==> src/rtl/clmul_pkg.sv <==
// clmul_pkg: shared state encoding, default widths and Karatsuba recombination for the carry-less multiplier.
package clmul_pkg;
  typedef enum logic [2:0] {IDLE, LO, HI, MID, OUT} state_t;
  localparam int DEF_WIDTH = 16;
  localparam int DEF_HALF = DEF_WIDTH / 2;
  localparam int MAX_WIDTH = 64;
  // Terms arrive zero-extended to a fixed maximum so one function serves every WIDTH up to MAX_WIDTH.
  function automatic logic [2*MAX_WIDTH-2:0] clmul_combine(input logic [MAX_WIDTH-2:0] z0, m, z2, input int half);
    logic [2*MAX_WIDTH-2:0] z0x, midx, z2x;
    z0x = {{MAX_WIDTH{1'b0}}, z0};
    midx = {{MAX_WIDTH{1'b0}}, m ^ z0 ^ z2};
    z2x = {{MAX_WIDTH{1'b0}}, z2};
    return z0x ^ (midx << half) ^ (z2x << (2 * half));
  endfunction
endpackage

==> src/rtl/clmul_karatsuba_seq_if.sv <==
// clmul_karatsuba_seq_if: operand/result handshake bundle between producer, multiplier and consumer.
interface clmul_karatsuba_seq_if import clmul_pkg::*; #(parameter int WIDTH = DEF_WIDTH);
  logic in_valid, in_ready, out_valid, out_ready, busy;
  logic [WIDTH-1:0] a, b;
  logic [2*WIDTH-2:0] p;
  modport master(output in_valid, a, b, out_ready, input in_ready, out_valid, p, busy);
  modport slave(input in_valid, a, b, out_ready, output in_ready, out_valid, p, busy);
endinterface

==> src/rtl/clmul_half.sv <==
// clmul_half: combinational HALF x HALF carry-less product as an AND/XOR array.
module clmul_half import clmul_pkg::*; #(parameter int HALF = DEF_HALF) (
  input  logic [HALF-1:0]   a,
  input  logic [HALF-1:0]   b,
  output logic [2*HALF-2:0] p
);
  always_comb begin
    p = '0;
    for (int i = 0; i < HALF; i++) p = p ^ ({{(HALF-1){1'b0}}, b & {HALF{a[i]}}} << i);
  end
endmodule

==> src/rtl/clmul_karatsuba_seq.sv <==
// clmul_karatsuba_seq: sequential Karatsuba carry-less multiplier sharing one half-width product unit over three cycles.
module clmul_karatsuba_seq import clmul_pkg::*; #(parameter int WIDTH = DEF_WIDTH) (
  input logic                 clk,
  input logic                 rst_n,
  clmul_karatsuba_seq_if.slave bus
);
  localparam int HALF = WIDTH / 2;
  localparam int ZW = 2 * HALF - 1;
  localparam int PW = 2 * WIDTH - 1;
  state_t state_q, state_d;
  logic [WIDTH-1:0] a_q, a_d, b_q, b_d;
  logic [ZW-1:0] z0_q, z0_d, z2_q, z2_d, hp;
  logic [PW-1:0] p_q, p_d;
  logic [HALF-1:0] ha, hb;
  logic accept;
  assign bus.in_ready = (state_q == IDLE) || (state_q == OUT && bus.out_ready);
  assign bus.out_valid = state_q == OUT;
  assign bus.busy = state_q != IDLE;
  assign bus.p = p_q;
  assign accept = bus.in_valid & bus.in_ready;
  assign ha = state_q == HI ? a_q[WIDTH-1:HALF] : state_q == MID ? a_q[HALF-1:0] ^ a_q[WIDTH-1:HALF] : a_q[HALF-1:0];
  assign hb = state_q == HI ? b_q[WIDTH-1:HALF] : state_q == MID ? b_q[HALF-1:0] ^ b_q[WIDTH-1:HALF] : b_q[HALF-1:0];
  clmul_half #(.HALF(HALF)) u_half (.a(ha), .b(hb), .p(hp));
  always_comb begin
    a_d = accept ? bus.a : a_q;
    b_d = accept ? bus.b : b_q;
    z0_d = state_q == LO ? hp : z0_q;
    z2_d = state_q == HI ? hp : z2_q;
    p_d = state_q == MID ? PW'(clmul_combine((MAX_WIDTH-1)'(z0_q), (MAX_WIDTH-1)'(hp), (MAX_WIDTH-1)'(z2_q), HALF)) : p_q;
    case (state_q)
      IDLE:    state_d = accept ? LO : IDLE;
      LO:      state_d = HI;
      HI:      state_d = MID;
      MID:     state_d = OUT;
      OUT:     state_d = !bus.out_ready ? OUT : bus.in_valid ? LO : IDLE;
      default: state_d = IDLE;
    endcase
  end
  always_ff @(posedge clk or negedge rst_n) begin
    if (!rst_n) begin
      state_q <= IDLE;
      a_q <= '0;
      b_q <= '0;
      z0_q <= '0;
      z2_q <= '0;
      p_q <= '0;
    end else begin
      state_q <= state_d;
      a_q <= a_d;
      b_q <= b_d;
      z0_q <= z0_d;
      z2_q <= z2_d;
      p_q <= p_d;
    end
  end
endmodule

==> src/flat_wrapper.sv <==
// flat-port wrapper written by rule: the top's interface ports become plain ports
module clmul_karatsuba_seq_flat import clmul_pkg::*;
#(parameter int WIDTH = DEF_WIDTH)
  (clk, rst_n, bus_in_valid, bus_a, bus_b, bus_out_ready, bus_in_ready, bus_out_valid, bus_p, bus_busy);
  clmul_karatsuba_seq_if #(.WIDTH(WIDTH)) bus_i ();
  input logic clk;
  input logic rst_n;
  input wire logic [$bits(bus_i.in_valid)-1:0] bus_in_valid;
  input wire logic [$bits(bus_i.a)-1:0] bus_a;
  input wire logic [$bits(bus_i.b)-1:0] bus_b;
  input wire logic [$bits(bus_i.out_ready)-1:0] bus_out_ready;
  output wire logic [$bits(bus_i.in_ready)-1:0] bus_in_ready;
  output wire logic [$bits(bus_i.out_valid)-1:0] bus_out_valid;
  output wire logic [$bits(bus_i.p)-1:0] bus_p;
  output wire logic [$bits(bus_i.busy)-1:0] bus_busy;
  assign bus_i.in_valid = bus_in_valid;
  assign bus_i.a = bus_a;
  assign bus_i.b = bus_b;
  assign bus_i.out_ready = bus_out_ready;
  assign bus_in_ready = bus_i.in_ready;
  assign bus_out_valid = bus_i.out_valid;
  assign bus_p = bus_i.p;
  assign bus_busy = bus_i.busy;
  clmul_karatsuba_seq #(.WIDTH(WIDTH)) u_core (.clk(clk), .rst_n(rst_n), .bus(bus_i));
endmodule
==> config.mk <==
export PLATFORM = sky130hd
export DESIGN_NAME = clmul_karatsuba_seq_flat
export DESIGN_NICKNAME = d
export VERILOG_FILES = /design/src/rtl/clmul_pkg.sv /design/src/rtl/clmul_karatsuba_seq_if.sv /design/src/rtl/clmul_half.sv /design/src/rtl/clmul_karatsuba_seq.sv /design/src/flat_wrapper.sv
export SDC_FILE = /design/constraint.sdc
export NUM_CORES = 1
export LEC_CHECK = 0
export CAP_MARGIN = 20
export CORE_MARGIN = 2
export CORE_UTILIZATION = 55
export CTS_CLUSTER_SIZE = 24
export DETAILED_ROUTE_END_ITERATION = 10
export PLACE_DENSITY = 0.79
export SLEW_MARGIN = 20
export SYNTH_ARGS = -nofsm -noshare
export SYNTH_HDL_FRONTEND = slang
export SYNTH_HIERARCHICAL = 1
export SYNTH_SLANG_ARGS = --single-unit
==> constraint.sdc <==
create_clock -name clk -period 4.4 [get_ports clk]
set_input_delay 0.88 -clock clk [delete_from_list [all_inputs] [get_ports clk]]
set_output_delay 0.88 -clock clk [all_outputs]
set_load 0.02 [all_outputs]
Word level (Yosys, flattened, before mapping):

Cells that the tools add are included.

* logic and storage cells: 44
* flip-flop bits (word level): 96
* output and inout port bits: 34

* eq/ne operators: 4
* reduce and logical (&&, ||, !) cells: 4
* muxes and demuxes: 8
* bitwise gates (word level): 22

Operators with widths (count)
* bitwise AND 8 bit: 8
* two-way mux 8 bit: 4
* XOR 15 x 31 -> 31 bit: 1
* XOR 31 bit: 1
* XOR 15 bit: 2
* XOR 23 x 15 -> 23 bit: 1
* XOR 8 bit: 2
* case mux 3 bit (5 select lines): 1
* XOR 15 x 13 -> 15 bit: 1
* XOR 15 x 14 -> 15 bit: 1
* XOR 11 x 12 -> 12 bit: 1
* XOR 10 x 11 -> 11 bit: 1
* XOR 9 x 10 -> 10 bit: 1
* XOR 8 x 9 -> 9 bit: 1
* equality test 3 x 2 -> 1 bit (second input constant): 2
* equality test 3 x 1 -> 1 bit (second input constant): 1
* equality test 3 bit (second input constant): 1
* logical NOT 3 bit: 1
* two-way mux 3 bit: 1
* nonzero test 3 bit: 1
* two-way mux 1 bit: 2
* bitwise AND 1 bit: 1
* logical AND 1 bit: 1
* logical OR 1 bit: 1

Longest topological paths before layout:

Gate-level depths: netlist of run 1.

* depth in word-level cells: 15
* depth in mapped cells: 14
* depth with buffers taken out: 10

Hierarchy:

Netlist of run 1, hierarchy kept.

Modules (own cells, without submodules)
* clmul_karatsuba_seq: area an instance 4295.4 sq um, cells each 339, sequential area each 2402.3 sq um, times used 1
* clmul_half: area an instance 748.2 sq um, cells each 126, sequential area each 0.0 sq um, times used 1

Worst setup path before layout of run 1:

OpenSTA, ideal clock, no wires.

* kind: reg2reg
* from: reg u_core.state_q[1]
* to: reg u_core.p_q[15] (netlist: u_core/bus.p[15])
* path slack: 1.702 ns
* clock period less this slack: 2.698 ns
* stages on the path, launching flop included: 13
* data required time: 4.267 ns
* arrival time: 2.565 ns
* path through: dfrtp_1 > or3b_1 > buf_6 > buf_12 > a21oi_1 > a311oi_1 > nand2_1 > xor2_1 > xnor2_1 > xnor2_1 > xor2_1 > xnor2_1 > o21ai_0

* cells in the longest elaborated chain, start to end: 15

Ends and longest elaborated chain
* start: declaration: RTL line clmul_karatsuba_seq.sv:10 `state_t state_q, state_d;`
* start signal: assignment: RTL line clmul_karatsuba_seq.sv:48 `state_q <= state_d;`
* equality test 3 x 2 -> 1 bit: RTL line clmul_karatsuba_seq.sv:22 `assign hb = state_q == HI ? b_q[WIDTH-1:HALF] : state_q == MID ? b_q[HALF-1:0] ^ b_q[WIDTH-1:HALF] : b_q[HALF- ...`
* two-way mux 8 bit: RTL line clmul_karatsuba_seq.sv:22
* two-way mux 8 bit *: RTL line clmul_karatsuba_seq.sv:22
* named net u_core.hb[7]: RTL line clmul_karatsuba_seq.sv:14 `logic [HALF-1:0] ha, hb;`
* bitwise AND 8 bit *: RTL line clmul_half.sv:9 `for (int i = 0; i < HALF; i++) p = p ^ ({{(HALF-1){1'b0}}, b & {HALF{a[i]}}} << i);`
* XOR 8 x 9 -> 9 bit *: RTL line clmul_half.sv:9
* XOR 9 x 10 -> 10 bit *: RTL line clmul_half.sv:9
* XOR 10 x 11 -> 11 bit *: RTL line clmul_half.sv:9
* XOR 11 x 12 -> 12 bit *: RTL line clmul_half.sv:9
* XOR 15 x 13 -> 15 bit *: RTL line clmul_half.sv:9
* XOR 15 x 14 -> 15 bit *: RTL line clmul_half.sv:9
* XOR 15 bit *: RTL line clmul_half.sv:9
* named net u_core.hp[7]: RTL line clmul_karatsuba_seq.sv:12 `logic [ZW-1:0] z0_q, z0_d, z2_q, z2_d, hp;`
* XOR 15 bit *: RTL line clmul_pkg.sv:11 `midx = {{MAX_WIDTH{1'b0}}, m ^ z0 ^ z2};`
* XOR 23 x 15 -> 23 bit *: RTL line clmul_pkg.sv:11
* XOR 15 x 31 -> 31 bit *: RTL line clmul_pkg.sv:13 `return z0x ^ (midx << half) ^ (z2x << (2 * half));`
* XOR 31 bit *: RTL line clmul_pkg.sv:13
* end signal: assignment: RTL line clmul_karatsuba_seq.sv:53 `p_q <= p_d;`
* end: declaration: RTL line clmul_karatsuba_seq.sv:13 `logic [PW-1:0] p_q, p_d;`

Mark *: on every way through the listed nets, which the timed path passes. The rest lies on a longest branch.
A chain may end at the register's enable or synchronous reset.

Worst setup path in the final report of run 1:

* from: reg u_core.state_q[0]
* to: reg u_core.p_q[14] (netlist: u_core/bus.p[14])

RTL lines (RTL line)
* equality test 3 x 2 -> 1 bit: clmul_karatsuba_seq.sv:22
* two-way mux 8 bit: clmul_karatsuba_seq.sv:22
* two-way mux 8 bit *: clmul_karatsuba_seq.sv:22
* named net u_core.hb[0]: clmul_karatsuba_seq.sv:14
* bitwise AND 8 bit *: clmul_half.sv:9
* XOR 15 x 14 -> 15 bit *: clmul_half.sv:9
* XOR 15 bit *: clmul_half.sv:9
* named net u_core.hp[6]: clmul_karatsuba_seq.sv:12
* XOR 15 bit *: clmul_pkg.sv:11
* XOR 23 x 15 -> 23 bit *: clmul_pkg.sv:11
* XOR 15 x 31 -> 31 bit *: clmul_pkg.sv:13
* XOR 31 bit *: clmul_pkg.sv:13

Marked as above.

==> results.md, run 1 <==
- Average size of a mapped cell: 10.8 um^2
- Vias in the first global route: approximately 3300
- Row Count: 34
- Seq/Total Area, Yosys: 47.6%
- Pre-Repair DR Iteration Count: 4
- Starting Density: 57.3%
- Reg clk slew, reported paths: 0.10 ns
- Final hold vios: 0
- TritonCTS clock tree: yes
- Final clock skew: 0.0103 ns
- Remaining global-route overflow: 0
- Worst setup path endpoint: u_core/bus.p[14]
- Max cap viols: 0
- Sink Count: 96
- Fraction of layout cells with a size suffix above 1: ~20%
- R2R Setup Slk: 1.07 ns
- CTS Buf Count: 9
- Register area: 2400 um^2
- CP Cell Sequence: o21ai_0 > a21oi_1 > nand2_1 > xnor2_1 > xnor2_1 > xnor2_1 > xnor2_1 > xnor2_1 > o21ai_0
- Dpl cells: 621
- Levels on crit path: 9
- Post-CTS sizing: 0
- Hold crit path type: flip-flop to flip-flop
- CP arrival: 3.55 ns
- Placed Area: 5770 um^2
- DRC Markers: 0
- Fin crit share: 75.7%
- Critical Path Sink Type: flip-flop
- Status: complete, no violations
- Area grow syn2layout: 18.3%
- Critical Path RT: 4.63 ns
- Synth unique cells: 28
- Unrepaired setup endpoints after global routing: no
- #FFs+latches synth: 96
- Iter 0 DRT Violations: 71
- Antenna Nets Post-Route: 0
- Root Buffer: clkbuf_8
- Min cycle time layout: 3.33 ns
- Initial antenna violation count: 0
- Crit path max-delay cell type: dfrtp_1
- # hold bufs at CTS: 0
- Post-DP HPWL: 6760 um
- Post-CTS Setup Repair Bufs: 0
- Fin cells: approximately 640
- ANT cells: 0
- CP Class: flip-flop to flip-flop
- Worst Setup Start Kind: flip-flop
- Worst slew margin: 34.8%
- R2R cell count: 9
- Design Area, Final: roughly 6000 um^2
- Critical path's largest stage delay: around 0.94 ns
- Placer Congestion: 0.819
- Port bufs: 69
- Core area: approximately 9000 um^2
- WL per Instance: 14.7 um
- Via density: 5.30
- Final setup vio count: 0
- Nets: between 500 and 600
- Post-Synthesis Cells: 465
- Die area: 9950 um^2
- Syn Std Cell Area: approximately 5000 um^2
- Setup TNS: 0 ns
- Total Routing Usage GR: 20.1%
- # IOs: 70
- R2r endpoint: u_core/bus.p[14]
- Vias: ~3400
- Crit. Startpoint: u_core/state_q[0]
- Die boundary width: 99.8 um
- Largest net degree at the start of global routing: 82
- Synthesized Nets: around 500
- Die height: 99.8 um
- # fillers: 670
- Yosys Warn Count: 6
- Crit path buf inv count: 0
- Drt total wl: 9370 um
- Slew Limit Fails: 0
- Dpl ws: 1.06 ns
- Area of the multi-input gates: 2460 um^2
- Max Freq: about 0.30 GHz
- Most used cell, CP: xnor2_1
- First-pass GRT wire length: 15900 um
- Clock Tree Buf Depth: 2
- CP top delay family: XOR/XNOR gates
- Final setup margin: 1.07 ns
- Worst-path fanout max: 35
- Crit Reg-Reg Startpoint: u_core/state_q[0]
- CTS H-tree depth: 3
- Worst-Skew Late Latency: roughly 0.35 ns
- Worst Tran Pin Value: 0.978 ns
==> Yosys cell counts <==
| cell | instances | area, um^2 |
|---|---|---|
| xor2_1 | 14 | 123 |
| buf_4 | 2 | 15.0 |
| clkbuf_1 | 8 | 30.0 |
| mux2_4 | 8 | 120 |
| a21o_1 | 1 | 7.51 |
| a21oi_1 | 30 | 150 |
| nor2_1 | 4 | 15.0 |
| and2_1 | 3 | 18.8 |
| or3_1 | 1 | 6.26 |
| buf_6 | 1 | 11.3 |
| nand3_1 | 15 | 75.1 |
| nand2b_1 | 2 | 12.5 |
| nor2b_1 | 1 | 6.26 |
| buf_12 | 1 | 20.0 |
| nor3_2 | 1 | 10.0 |
| xnor2_2 | 1 | 16.3 |
| and2_2 | 1 | 7.51 |
| nand3b_1 | 1 | 7.51 |
| nand2_1 | 78 | 293 |
| inv_1 | 2 | 7.51 |
| dfrtp_1 | 96 | 2400 |
| o21ai_0 | 30 | 150 |
| a211oi_1 | 1 | 7.51 |
| xnor2_1 | 71 | 622 |
| or3b_1 | 1 | 8.76 |
| a311oi_1 | 2 | 17.5 |
| mux2_2 | 70 | 788 |
| buf_2 | 19 | 95.1 |
==> how the worst min path moves through the flow <==
stage | startpoint | cells past startpoint | endpoint
3_3_place_gp | u_core/bus.p[22] | 2 | u_core/bus.p[22]
4_1_cts | u_core/bus.p[22] | 2 | u_core/bus.p[22]
2_1_floorplan | u_core/z2_q[0] | 1 | u_core/z2_q[0]
3_5_place_dp | u_core/bus.p[22] | 2 | u_core/bus.p[22]
6_report | u_core/bus.p[22] | 2 | u_core/bus.p[22]
5_1_grt | u_core/bus.p[29] | 1 | u_core/bus.p[29]
==> placed cells by master, fill, tap and decap left out, types with 3 or more instances in the layout <==
| cell | count |
|---|---|
| dfrtp_1 | 96 |
| nand2_1 | 78 |
| xnor2_1 | 71 |
| mux2_2 | 70 |
| clkdlybuf4s50_1 | 68 |
| o21ai_0 | 30 |
| a21oi_1 | 30 |
| nand3_1 | 15 |
| xor2_1 | 14 |
| buf_4 | 11 |
| clkbuf_8 | 9 |
| mux2_4 | 8 |
| nor2_1 | 4 |
| and2_1 | 3 |
==> final cells by class <==
class	count	area share, %
multi-input combinational	336	41.3
clock buffer	9	2.08
inverter	2	0.126
timing repair buffer	79	12.8
sequential	96	40.3
tap	108	2.27
clock inverter	6	1.13
==> metal layers <==
layer	vias up	part of all wire (%)	GRT usage [%]
met5	-	0	0
met4	0	0.32	4.11
met3	2	3.5	3.87
met2	72	50	34.5
met1	1637	47	26.7
li1	1661	-	-
==> through the flow <==
step                utilization, %  hold WS (ns)
floorplan                        -         0.501
global placement              65.6         0.460
detailed placement            65.6         0.470
CTS                           67.7         0.490
global route                  67.7         0.525
finish                        67.7         0.483
==> flip-flops by register name (all words and copies together), names as in the netlist <==
| signal | count |
|---|---|
| u_core/a_q | 16 |
| u_core/b_q | 16 |
| u_core/bus.p | 31 |
| u_core/state_q | 3 |
| u_core/z0_q | 15 |
| u_core/z2_q | 15 |
==> kinds of logic (layout without fill, tap and decap cells) <==
| family | Yosys count | count (layout) | synth area share (%) |
|---|---|---|---|
| DFF | 96 | 96 | 47.6 |
| AOI/OAI and AO/OA | 64 | 64 | 6.60 |
| muxes | 78 | 78 | 18.0 |
| xor gates and xnor gates | 86 | 86 | 15.1 |
| buffers and inverters | 33 | 96 | 3.55 |
| and+or+nand+nor | 108 | 108 | 9.13 |
==> tightest hold or removal path: cells and delay by family (launching register included) <==
family	cells	cell delay, ns
AOI/OAI and AO/OA	1	0.06
DFF	1	0.35
and+or+nand+nor	1	0.05
Power of run 1 is left out: the tool's default activity adds up to more than one toggle a clock period on the data nets, which glitch-free logic cannot reach.
==> run 2: changes to the inputs <==
==> constraint.sdc (replaced) <==
create_clock -name clk -period 3.2 [get_ports clk]
set_input_delay 0.64 -clock clk [delete_from_list [all_inputs] [get_ports clk]]
set_output_delay 0.64 -clock clk [all_outputs]
set_load 0.02 [all_outputs]
==> run 2 against run 1 <==
Against the previous run:
- via count grew 3.0%
- critical path depth grew 3
- sequential cell count is the same
- highest routed layer unchanged
==> results.md, run 2 (synthesis results as in run 1) <==
- Pre-Repair DR Iteration Count: 4
- Worst Setup Start Kind: flip-flop
- Setup TNS: 0 ns
- First-pass GRT wire length: 16200 um
- Most frequent cells in the layout: dfrtp_1 (96), nand2_1 (78), xnor2_1 (71)
- Iter 0 DRT Violations: roughly 120
- Final hold vios: 0
- CTS Buf Count: 9
- Reg clk slew, reported paths: 0.10 ns
- TritonCTS clock tree: yes
- Port bufs: 69
- CTS H-tree depth: 3
- Fin crit share: between 80% and 90%
- Crit path max-delay cell type: dfrtp_1
- Commonest non-fill, non-tap cell in the layout: dfrtp_1
- Post-CTS Setup Repair Bufs: 0
- Unrepaired setup endpoints after global routing: no
- WL met3: 299 um
- Fraction of layout cells with a size suffix above 1: between 20% and 30%
- Slew Limit Fails: 0
- WL per Instance: about 14 um
- Min cycle time layout: about 2.8 ns
- Worst Tran Pin Value: 0.572 ns
- Max cap viols: 0
- Die boundary width: about 100 um
- Worst slew margin: 61.9%
- Sink Count: 96
- Final clock skew: 0.0113 ns
- DRC Markers: 0
- Hold crit path type: input port to async pin
- Most used cell, CP: xnor2_1
- Dpl ws: 0.481 ns
- Remaining global-route overflow: 0
- Status: complete, no violations
- Root Buffer: clkbuf_8
- Drt total wl: ~9300 um
- Clock Tree Buf Depth: 2
- Via density: 5.35
- Fin cells: 649
- Largest net degree at the start of global routing: 53
- CP Cell Sequence: nor2b_2 > buf_4 > a21oi_1 > a21oi_1 > buf_4 > nand2_1 > xor2_1 > xnor2_1 > xnor2_1 > xor2_1 > xnor2_1 > o21ai_0
- Starting Density: 57.3%
- ANT cells: 0
- Dpl cells: 634
- Post-CTS sizing: 0
- CP top delay family: XOR/XNOR gates
- Max reg flops: 31
- Worst-path fanout max: 28
- Antenna Nets Post-Route: 0
- Core area: 8810 um^2
- Initial antenna violation count: 0
- Die height: around 100 um
- Post-DP HPWL: 6650 um
- CP Class: flip-flop to flip-flop
- Critical Path Sink Type: flip-flop
- Area grow syn2layout: 21.4%
- CP arrival: slightly above 3 ns
- # hold bufs at CTS: 0
- Placer Congestion: 0.877
- Nets: 573
- Max Freq: 0.355 GHz
- Met2 routed WL: 4770 um
- Die area: approximately 10000 um^2
- Critical Path RT: about 3.4 ns
- Total Routing Usage GR: between 20 and 25%
- Vias in the first global route: 3523
- Final setup vio count: 0
- Final setup margin: 0.381 ns
- Row Count: 34
- Crit path buf inv count: 2
- Top layer in use: met4
- Met1 Routed Length: 4120 um
- # fillers: around 660
- Critical path's largest stage delay: ~0.47 ns
- Worst-Skew Late Latency: 0.36 ns
- # IOs: 70
- Vias: between 3000 and 4000
## run 2: cell count changes in the layout (fill, tap and decap cells not counted), sizes merged
cell and delta:
buf +13, bufinv +2, clkinv -1, clkinvlp -1
## run 2: path summary, 6_finish.rpt
path	startpoint	cells after the start	slack [ns]	endpoint
worst max-delay path	u_core/state_q[1]	12	0.38	u_core/bus.p[15]
worst max register to register	u_core/state_q[1]	12	0.38	u_core/bus.p[15]
worst min-delay path	rst_n	1	0.26	u_core/bus.p[23]
min in group clk	u_core/bus.p[17]	2	0.48	u_core/bus.p[17]
max in group asynchronous	rst_n	2	2.27	u_core/a_q[14]
worst min register to register	u_core/bus.p[17]	2	0.48	u_core/bus.p[17]
## run 2: layer usage
metal  vias up  global-route usage (%)
li1       1698                       -
met1      1682                    25.0
met2        77                    36.1
met3        15                    3.16
met4         0                    8.01
met5         -                       0
## run 2: area by class of cell
| type | instances | area, um^2 | share of cell area [%] |
|---|---|---|---|
| Clock inverter | 6 | 115 | 1.88 |
| Sequential cell | 96 | 2400 | 39.2 |
| Timing Repair Buffer | 92 | 873 | 14.3 |
| Clock buffer | 9 | 124 | 2.02 |
| Tap cell | 108 | 135 | 2.21 |
| Multi-Input combinational cell | 336 | 2460 | 40.3 |
| Inverter | 2 | 7.51 | 0.123 |
## run 2: through the flow
step           hold WS [ns]  util (%)  cell area (um^2)
4_1_cts               0.266      69.5              6120
5_1_grt               0.293      69.5              6120
6_report              0.257      69.5              6120
3_5_place_dp          0.471      66.8              5880
2_1_floorplan         0.344         -              5040
3_3_place_gp          0.461      66.8              5880
## run 2: worst reg2reg max path: cells and delay by family, from the launching register on
family / cells / cell delay, ns
AOI/OAI and AO/OA: 3 / 0.35
DFF: 1 / 0.47
and+or+nand+nor: 2 / 0.35
xor gates and xnor gates: 5 / 1.03
buffers and inverters: 2 / 0.49
Power of run 2 is left out for the same reason.
==> run 3: changes to the inputs <==
--- a/config.mk
+++ b/config.mk
@@ -10,7 +10,8 @@
 export CORE_UTILIZATION = 55
 export CTS_CLUSTER_SIZE = 24
 export DETAILED_ROUTE_END_ITERATION = 10
-export PLACE_DENSITY = 0.79
+export GPL_TIMING_DRIVEN = 0
+export PLACE_DENSITY_LB_ADDON = 0.12
 export SLEW_MARGIN = 20
 export SYNTH_ARGS = -nofsm -noshare
 export SYNTH_HDL_FRONTEND = slang
==> run 3 against run 2 <==
Against the previous run:
- final cell count grew 1.8%
- clock skew rose by 0.0048 ns
- register-to-register slack got worse by 0.097 ns
- sequential cell count unchanged
- core utilization grew 0.27 points
- routed wire length up 9.9%
- critical path type unchanged
- global-route usage up 1.8 points
==> results.md, run 3 (synthesis results as in run 1) <==
- Max cap viols: 0
- Final setup vio count: 0
- Starting Density: 57.3%
- Core area: 8810 um^2
- DRC Markers: 0
- Root Buffer: clkbuf_8
- CTS Buf Count: 9
- Post-DP HPWL: 7470 um
- Top layer in use: met4
- Antenna Nets Post-Route: 0
- R2R cell count: 11
- Vias in the first global route: 3617
- Initial antenna violation count: 0
- R2R Setup Slk: approximately 0.28 ns
- Drt total wl: 10300 um
- Final hold vios: 0
- Critical Path RT: 3.42 ns
- Total Routing Usage GR: between 20% and 30%
- CP Class: flip-flop to flip-flop
- Worst hold slack: approximately 0.19 ns
- Reg clk slew, reported paths: approximately 0.1 ns
- Met2 routed WL: 5320 um
- Worst-path fanout max: 10
- Status: complete, no violations
- Most frequent cells in the layout: dfrtp_1 (96), nand2_1 (78), mux2_2 (70)
- WL per Instance: 15.5 um
- Final design utilization: a little over two thirds
- Commonest non-fill, non-tap cell in the layout: dfrtp_1
- Remaining global-route overflow: 0
- Via density: 5.31
- Row Count: 34
- # IOs: 70
- Vias: between 3000 and 4000
- Pre-Repair DR Iteration Count: 4
- ANT cells: 0
- Largest net degree at the start of global routing: 50
- First-pass GRT wire length: roughly 17000 um
- Crit Reg-Reg Startpoint: u_core/state_q[1]
- Nets: about 580
- CP arrival: around 3.1 ns
- Iter 0 DRT Violations: 89
- Port bufs: between 60 and 70
- Critical Path Sink Type: flip-flop
- Hold crit path type: input port to async pin
- Area grow syn2layout: 21.9%
- Met1 Routed Length: roughly 4500 um
- Die height: 99.8 um
- Fin crit share: 91.1%
- Max Freq: 0.343 GHz
- WL met3: 280 um
- Worst Tran Pin Value: 0.704 ns
- Max reg flops: 31
- TritonCTS clock tree: yes
- Final clock skew: 0.0161 ns
- Min cycle time layout: 2.92 ns
- Worst Setup Start Kind: flip-flop
- CTS H-tree depth: 3
- R2r endpoint: u_core/bus.p[12]
- Unrepaired setup endpoints after global routing: no
- Worst slew margin: 52.8%
- # hold bufs at CTS: 0
- Worst-Skew Late Latency: 0.37 ns
- Clock Tree Buf Depth: 2
- Placer Congestion: 0.852
- Slew Limit Fails: 0
- Sink Count: 96
- Die area: 9950 um^2
- Fraction of layout cells with a size suffix above 1: 23.5%
- Die boundary width: between 90 and 100 um
## run 3: cell types whose count changed in the layout (fill, tap and decap cells not counted), moves of 2 or more
cell	change
buf_4	-19
bufinv_16	-3
xnor2_2	+2
xnor2_1	-2
clkinv_4	+3
buf_6	+2
a21oi_2	+2
a21oi_1	-2
clkbuf_1	+7
buf_2	+19
## run 3: worst max-delay path, stage by stage (launching register included)
cell,delay (ns)
dfrtp_1,0.47
nor2b_1,0.30
buf_2,0.30
a21oi_1,0.12
a21oi_2,0.36
nand2_1,0.12
xor2_1,0.19
xnor2_1,0.13
xnor2_1,0.35
xnor2_1,0.18
xnor2_1,0.14
o21ai_0,0.09
## run 3: repair_timing
action,CTS,global route
hold endpoints to repair,0,0
endpoints found under the setup margin,0,12
resized for setup,0,7
buffers inserted,0,2
## run 3: stage by stage
step / cells / setup WS (ns) / TNS, ns / area (um^2)
floorplan: 465 / 0.502 / 0 / 5040
global placement: 642 / -1.97 / -189.43 / 5870
detailed placement: 643 / 0.0258 / 0 / 5900
CTS: 659 / 0.00757 / 0 / 6100
global route: 661 / 0.00775 / 0 / 6150
finish: 661 / 0.284 / 0 / 6150
## run 3: layout make-up
type / count / area (um^2)
sequential: 96 / 2400
multi-input combinational: 336 / 2500
inverter: 2 / 7.51
timing repair buffer: 72 / 734
buffer: 31 / 173
clock inverter: 7 / 67.6
tap: 108 / 135
clock buffer: 9 / 124
fill: 690 / 2660
## run 3: layer usage
| layer | vias to the layer above | GRT usage, % |
|---|---|---|
| li1 | 1718 | - |
| met1 | 1709 | 27.7 |
| met2 | 71 | 38.7 |
| met3 | 11 | 3.37 |
| met4 | 0 | 8.85 |
| met5 | - | 0 |
## run 3: how the worst max path moves through the flow
stage                            startpoint               end
after floorplan           u_core/state_q[1]  u_core/bus.p[15]
after global placement                rst_n     u_core/a_q[3]
after detailed placement  u_core/state_q[1]  u_core/bus.p[15]
after CTS                 u_core/state_q[1]  u_core/bus.p[15]
after global routing      u_core/state_q[1]  u_core/bus.p[16]
final                     u_core/state_q[1]  u_core/bus.p[12]
Power of run 3 is left out for the same reason.
